## src/rtl/reg_read_scoreboard.sv

```systemverilog
// Register file with two read ports and one write-back port. A per-register
// pending bit tracks producers that are still in flight. Decode offers an
// instruction; it is accepted only when no source or destination is pending
// (unless the pending value arrives on write-back this very cycle). The
// accepted operands are presented one cycle later, held until execute takes them.
//
// Handshakes (both sides): a transfer happens on a rising edge where valid and
// ready are both high. Ready is combinational and never depends on valid.
// The offering side may change its offer at any time before the transfer.
// Once op_valid is high, the op_* and data outputs stay frozen until op_ready
// is seen high.
module reg_read_scoreboard #(
   parameter int DATA_W = 32,
   parameter int ADDR_W = 5
) (
   input  logic                  clk,
   input  logic                  reset_n,
   input  logic                  issue_valid,
   output logic                  issue_ready,
   input  logic [ADDR_W-1:0]     rs_addr,
   input  logic [ADDR_W-1:0]     rt_addr,
   input  logic                  use_rt,
   input  logic [ADDR_W-1:0]     dest_addr,
   input  logic                  dest_en,
   input  logic                  wb_valid,
   input  logic [ADDR_W-1:0]     wb_addr,
   input  logic [DATA_W-1:0]     wb_data,
   output logic                  op_valid,
   input  logic                  op_ready,
   output logic [DATA_W-1:0]     rs_data,
   output logic [DATA_W-1:0]     rt_data,
   output logic [ADDR_W-1:0]     op_dest,
   output logic                  op_dest_en,
   output logic [(2**ADDR_W)-1:0] busy
);

   localparam int NREGS = 2**ADDR_W;

   logic [DATA_W-1:0] regFile [NREGS];
   logic [NREGS-1:0]  busyQ;
   logic [NREGS-1:0]  busyNext;

   logic              wbWrite;
   logic              rsHit, rtHit, destHit;
   logic              rsOk, rtOk, destOk;
   logic              hazard;
   logic              accept;
   logic [DATA_W-1:0] rsFwd, rtFwd;

   assign busy = busyQ;

   // Hazard detection, same-cycle bypass and the issue-side handshake.
   always_comb begin
      wbWrite  = wb_valid && (wb_addr != '0);
      rsHit    = wbWrite && (wb_addr == rs_addr);
      rtHit    = wbWrite && (wb_addr == rt_addr);
      destHit  = wbWrite && (wb_addr == dest_addr);
      // busyQ[0] is never set, so register 0 is always ok.
      rsOk     = !busyQ[rs_addr]   || rsHit;
      rtOk     = !busyQ[rt_addr]   || rtHit;
      destOk   = !busyQ[dest_addr] || destHit;
      // The destination term is the WAW stall: never let two producers of
      // the same register be in flight at once.
      hazard   = !rsOk || (use_rt && !rtOk) || (dest_en && !destOk);
      issue_ready = !hazard && (!op_valid || op_ready);
      accept   = issue_valid && issue_ready;
      // Register 0 is never written, so the array copy already reads as zero.
      rsFwd    = rsHit ? wb_data : regFile[rs_addr];
      rtFwd    = '0;
      if (use_rt) begin
         rtFwd = rtHit ? wb_data : regFile[rt_addr];
      end
   end

   // Next pending vector: write-back clears first, a new producer sets after,
   // so a set and clear of the same register leaves it pending.
   always_comb begin
      busyNext = busyQ;
      if (wbWrite) begin
         busyNext[wb_addr] = 1'b0;
      end
      if (accept && dest_en && (dest_addr != '0)) begin
         busyNext[dest_addr] = 1'b1;
      end
      busyNext[0] = 1'b0;
   end

   // Register array: write-back lands regardless of the pending bit.
   always_ff @(posedge clk or negedge reset_n) begin
      if (!reset_n) begin
         for (int i = 0; i < NREGS; i++) begin
            regFile[i] <= '0;
         end
      end else if (wbWrite) begin
         regFile[wb_addr] <= wb_data;
      end
   end

   // Pending scoreboard.
   always_ff @(posedge clk or negedge reset_n) begin
      if (!reset_n) begin
         busyQ <= '0;
      end else begin
         busyQ <= busyNext;
      end
   end

   // Operand bundle register: loads on accept, drops valid when consumed
   // without a replacement; data keeps its last value once valid falls.
   always_ff @(posedge clk or negedge reset_n) begin
      if (!reset_n) begin
         op_valid   <= 1'b0;
         rs_data    <= '0;
         rt_data    <= '0;
         op_dest    <= '0;
         op_dest_en <= 1'b0;
      end else if (accept) begin
         op_valid   <= 1'b1;
         rs_data    <= rsFwd;
         rt_data    <= rtFwd;
         op_dest    <= dest_addr;
         op_dest_en <= dest_en;
      end else if (op_ready) begin
         op_valid   <= 1'b0;
      end
   end

endmodule

```

## config.mk

```make
export PLATFORM = sky130hd
export DESIGN_NAME = reg_read_scoreboard
export DESIGN_NICKNAME = d
export VERILOG_FILES = /design/src/rtl/reg_read_scoreboard.sv
export SDC_FILE = /design/constraint.sdc
export NUM_CORES = 2
export LEC_CHECK = 0
export BUFFER_PORTS_ARGS = -buffer_cell sky130_fd_sc_hd__buf_2
export CAP_MARGIN = 20
export CORE_AREA = 5 5 369 371
export DETAILED_ROUTE_END_ITERATION = 10
export DIE_AREA = 0 0 374 376
export SLEW_MARGIN = 30
export SYNTH_ARGS = -nofsm -noshare
export SYNTH_HDL_FRONTEND = slang
export SYNTH_SLANG_ARGS = --single-unit
export TNS_END_PERCENT = 100
```

## constraint.sdc

```tcl
create_clock -name clk -period 5.3 [get_ports clk]
set_input_delay 0.53 -clock clk [delete_from_list [all_inputs] [get_ports clk]]
set_output_delay 0.53 -clock clk [all_outputs]
set_load 0.02 [all_outputs]
```

==> impl_metrics.py <==
metrics = {
    "timing": {
        "final_period_minus_worst_setup_slack_ns": 3.64,
        "worstMarginPinSlew_ns": 1.08,
        "timing.clock.skew_ns": 0.0376,
        "relSlewSlack_pct": 27.8,
        "min_period_over_period_pct": 68.7,
        "final_max_slew_viol_count": 0,
        "tns_ns": 0,
        "unrepaired_setup_endpoints_after_global_routing": "no",
        "fmax_ghz": 0.274,
        "setup-violations-final": 0,
        "hold_viol": 0,
    },
    "placement": {
        "place_hpwl_mm": 97.7,
        "gp_routability_congestion": 0.775,
        "place.detailed.instances": 5310,
        "port_buffers": 161,
    },
    "clock_network": {
        "clock_tree.root_cell": "sky130_fd_sc_hd__clkbuf_16",
        "cts_tree": "yes",
        "latest_clock_arrival_within_the_worst_skew_pair_ns": 0.76,
        "max-clock-path-buffers": 3,
        "post-cts-setup-buffers": 0,
        "clock_tree.htree_level_count": 4,
        "postCtsHoldBufs": 1,
        "cts.sinks": 1126,
        "cts_repair_resize_count": 0,
        "clkSlewWorstSetupHoldPaths_ns": 0.06,
        "numCtsBuffers": 130,
    },
    "finish": {
        "drive_above_1_share_pct": 57.1,
        "finalNetCount": 3735,
        "stdcell_count": 5538,
        "area_delta_synth_final_pct": 11.7,
    },
    "worst_hold_path": {
        "hp-class": "in2reg",
        "worst_hold_startpoint": "issue_valid",
    },
    "synthesis": {
        "synthArstFlopShare_pct": 100,
        "ys_ff_latch": 1126,
        "post_synth_num_cell_types": 50,
        "synth_ff_type": "sky130_fd_sc_hd__dfrtp_1",
        "netlist.area_leader.share_pct": 47.7,
        "synth_top_cells_by_count": "1126 x sky130_fd_sc_hd__dfrtp_1, 1019 x sky130_fd_sc_hd__mux2_2, 587 x sky130_fd_sc_hd__mux4_2",
        "yosys.cell_count.top_type": "sky130_fd_sc_hd__dfrtp_1",
        "synth_nets": 3798,
        "synth_top_area_cell": "sky130_fd_sc_hd__dfrtp_1",
        "main_area_contributors_after_synthesis": "sky130_fd_sc_hd__dfrtp_1 48%, sky130_fd_sc_hd__mux4_2 22%, sky130_fd_sc_hd__mux2_2 19%, sky130_fd_sc_hd__clkbuf_1 1.8%, sky130_fd_sc_hd__mux2_4 1.5%",
        "synth.avg_cell_area_um2": 15.8,
        "number_of_synthesized_flops_with_an_enable_pin": 0,
        "syn-instance-count": 3739,
        "netlist_area_um2": 59000,
        "synth_sequential_area_ratio_pct": 47.7,
        "synth_warnings": 0,
    },
    "drt": {
        "met2RoutedLength_mm": 86.6,
        "drc": 0,
        "detail_route.vias_per_cell": 6.53,
        "highest_layer": "met5",
        "wl_met3_mm": 12.8,
        "met1_length_mm": 79.2,
        "finalWirelength_mm": 184,
        "drt_pre_antenna_iters": 8,
        "drt-wirelength-per-cell_um": 33.1,
        "vias": 36200,
        "route.antenna.remaining_nets": 0,
        "drt-initial-drc-count": 3716,
    },
    "grt": {
        "global_route_wire_length_before_repair_mm": 270,
        "grt_pass1_vias": 37100,
        "largest_net_degree_at_the_start_of_global_routing": 146,
        "grt.overflow.total": 0,
        "antenna_violations_before_repair": 11,
        "global_router_s_overall_resource_usage_pct": 26.1,
    },
    "worst_setup_path": {
        "critical_path.reg2reg.startpoint": "busy[19]",
        "cp-endpoint": "issue_ready",
        "r2r_slack_ns": 1.92,
        "worst_ep_required_time_ns": 4.77,
        "worst_reg2reg_endpoint": "rt_data[10]",
        "crit_path_start_kind": "input port",
        "crit_path_max_fanout": 87,
        "arrival_time_worst_endpoint_ns": 3.11,
        "critical_setup_path_kind": "in2out",
        "ff2ff_path_depth": 8,
        "startpoint": "rt_addr[3]",
        "critical_path.endpoint_type": "output port",
    },
    "pwr": {
        "power.leakage_nw": 28.2,
        "max-vdd-ir-drop_uv": 237,
        "cellPowerDensity_nw_per_um2": 397,
    },
    "run_status": {
        "status": "finished clean",
    },
    "floorplan": {
        "initial_utilization_pct": 44.5,
        "io_pins": 163,
        "horizontal_die_dimension_um": 374,
        "rows": 134,
        "dieHeight_um": 376,
        "die-area_um2": 141000,
        "coreArea_um2": 133000,
    },
    "run": {
        "maxcap_viol_count": 0,
    },
}
==> worst max-delay path, stage by stage <==
cell                       delay (ns)
sky130_fd_sc_hd__buf_8           0.55
sky130_fd_sc_hd__xnor2_1         0.20
sky130_fd_sc_hd__nand3_1         0.15
sky130_fd_sc_hd__nor4_4          0.29
sky130_fd_sc_hd__buf_4           0.31
sky130_fd_sc_hd__nor4b_1         0.09
sky130_fd_sc_hd__a211oi_1        0.31
sky130_fd_sc_hd__and3_1          0.38
sky130_fd_sc_hd__buf_2           0.22
==> cell families (layout without fill, tap and decap cells) <==
group | count (synthesis) | count (layout) | synth area share [%]
multiplexers | 1742 | 1742 | 44.6
XOR/XNOR | 15 | 15 | 0.222
AO/OA/AOI/OAI | 212 | 212 | 2.47
buffers and inverters | 450 | 477 | 3.15
other | 1 | 5 | 0.00635
AND/OR/NAND/NOR | 193 | 193 | 1.80
flip-flops | 1126 | 1126 | 47.7
==> state kept, by name, summed over array words and instances, names as in the netlist <==
signal / flops
busy: 31
op_dest_en: 1
op_dest: 5
rs_data: 32
rt_data: 32
regFile: 1024
op_valid: 1
==> metrics by stage <==
stage               power, mW  worst slack [ns]  util (%)  hold slack [ns]  instance area, um2
floorplan                15.5              2.33         -            0.234               59000
global placement         17.0              1.18      46.2            0.382               61300
detailed placement       17.2              1.14      46.5            0.384               61600
CTS                      26.4              1.67      49.7           0.0785               65900
global route             27.3              1.56      49.7           0.0942               65900
finish                   26.2              1.66      49.7            0.127               65900
==> metal layers <==
layer	track usage, %	vias up
met5	0	-
met4	7.22	6
met3	5.38	305
met2	41.1	1382
met1	37.2	20000
li1	-	14500
==> final cells by class <==
| type | count | area [um2] |
|---|---|---|
| diodes | 4 | 10.0 |
| clock buffers | 183 | 3810 |
| clock inverters | 39 | 458 |
| fillers | 11200 | 66700 |
| inverters | 14 | 52.6 |
| multi-input cells | 2163 | 29400 |
| flip-flops and latches | 1126 | 28200 |
| well taps | 1768 | 2210 |
| repair buffers | 241 | 1810 |
==> cell usage in the layout (no fill, tap or decap), types with 24 or more instances in the layout <==
| master | n |
|---|---|
| sky130_fd_sc_hd__buf_12 | 24 |
| sky130_fd_sc_hd__dfrtp_1 | 1126 |
| sky130_fd_sc_hd__nor2b_1 | 35 |
| sky130_fd_sc_hd__clkbuf_1 | 24 |
| sky130_fd_sc_hd__a32o_1 | 31 |
| sky130_fd_sc_hd__o22ai_1 | 128 |
| sky130_fd_sc_hd__buf_2 | 153 |
| sky130_fd_sc_hd__mux2_4 | 59 |
| sky130_fd_sc_hd__o21ai_0 | 32 |
| sky130_fd_sc_hd__nor4_1 | 32 |
| sky130_fd_sc_hd__buf_4 | 52 |
| sky130_fd_sc_hd__mux2_2 | 1019 |
| sky130_fd_sc_hd__mux4_2 | 587 |
| sky130_fd_sc_hd__nand2_1 | 42 |
| sky130_fd_sc_hd__clkbuf_16 | 136 |
| sky130_fd_sc_hd__mux2i_1 | 77 |
==> power breakdown <==
| part | switching [mW] | internal [mW] | leakage, nW |
|---|---|---|---|
| Clock | 3.68 | 5.43 | 2.11 |
| Combinational | 2.15 | 3.28 | 11.6 |
| Sequential | 1.32 | 10.3 | 14.5 |
==> worst min path at each step <==
stage                     to  slack, ns  cells after the start
2_1_floorplan       busy[10]       0.23                      0
3_3_place_gp   regFile[1007]       0.38                      0
3_5_place_dp    regFile[995]       0.38                      0
4_1_cts             op_valid       0.08                      2
5_1_grt             op_valid       0.09                      2
6_report            op_valid       0.13                      2
(Power assumes the default switching activity.)
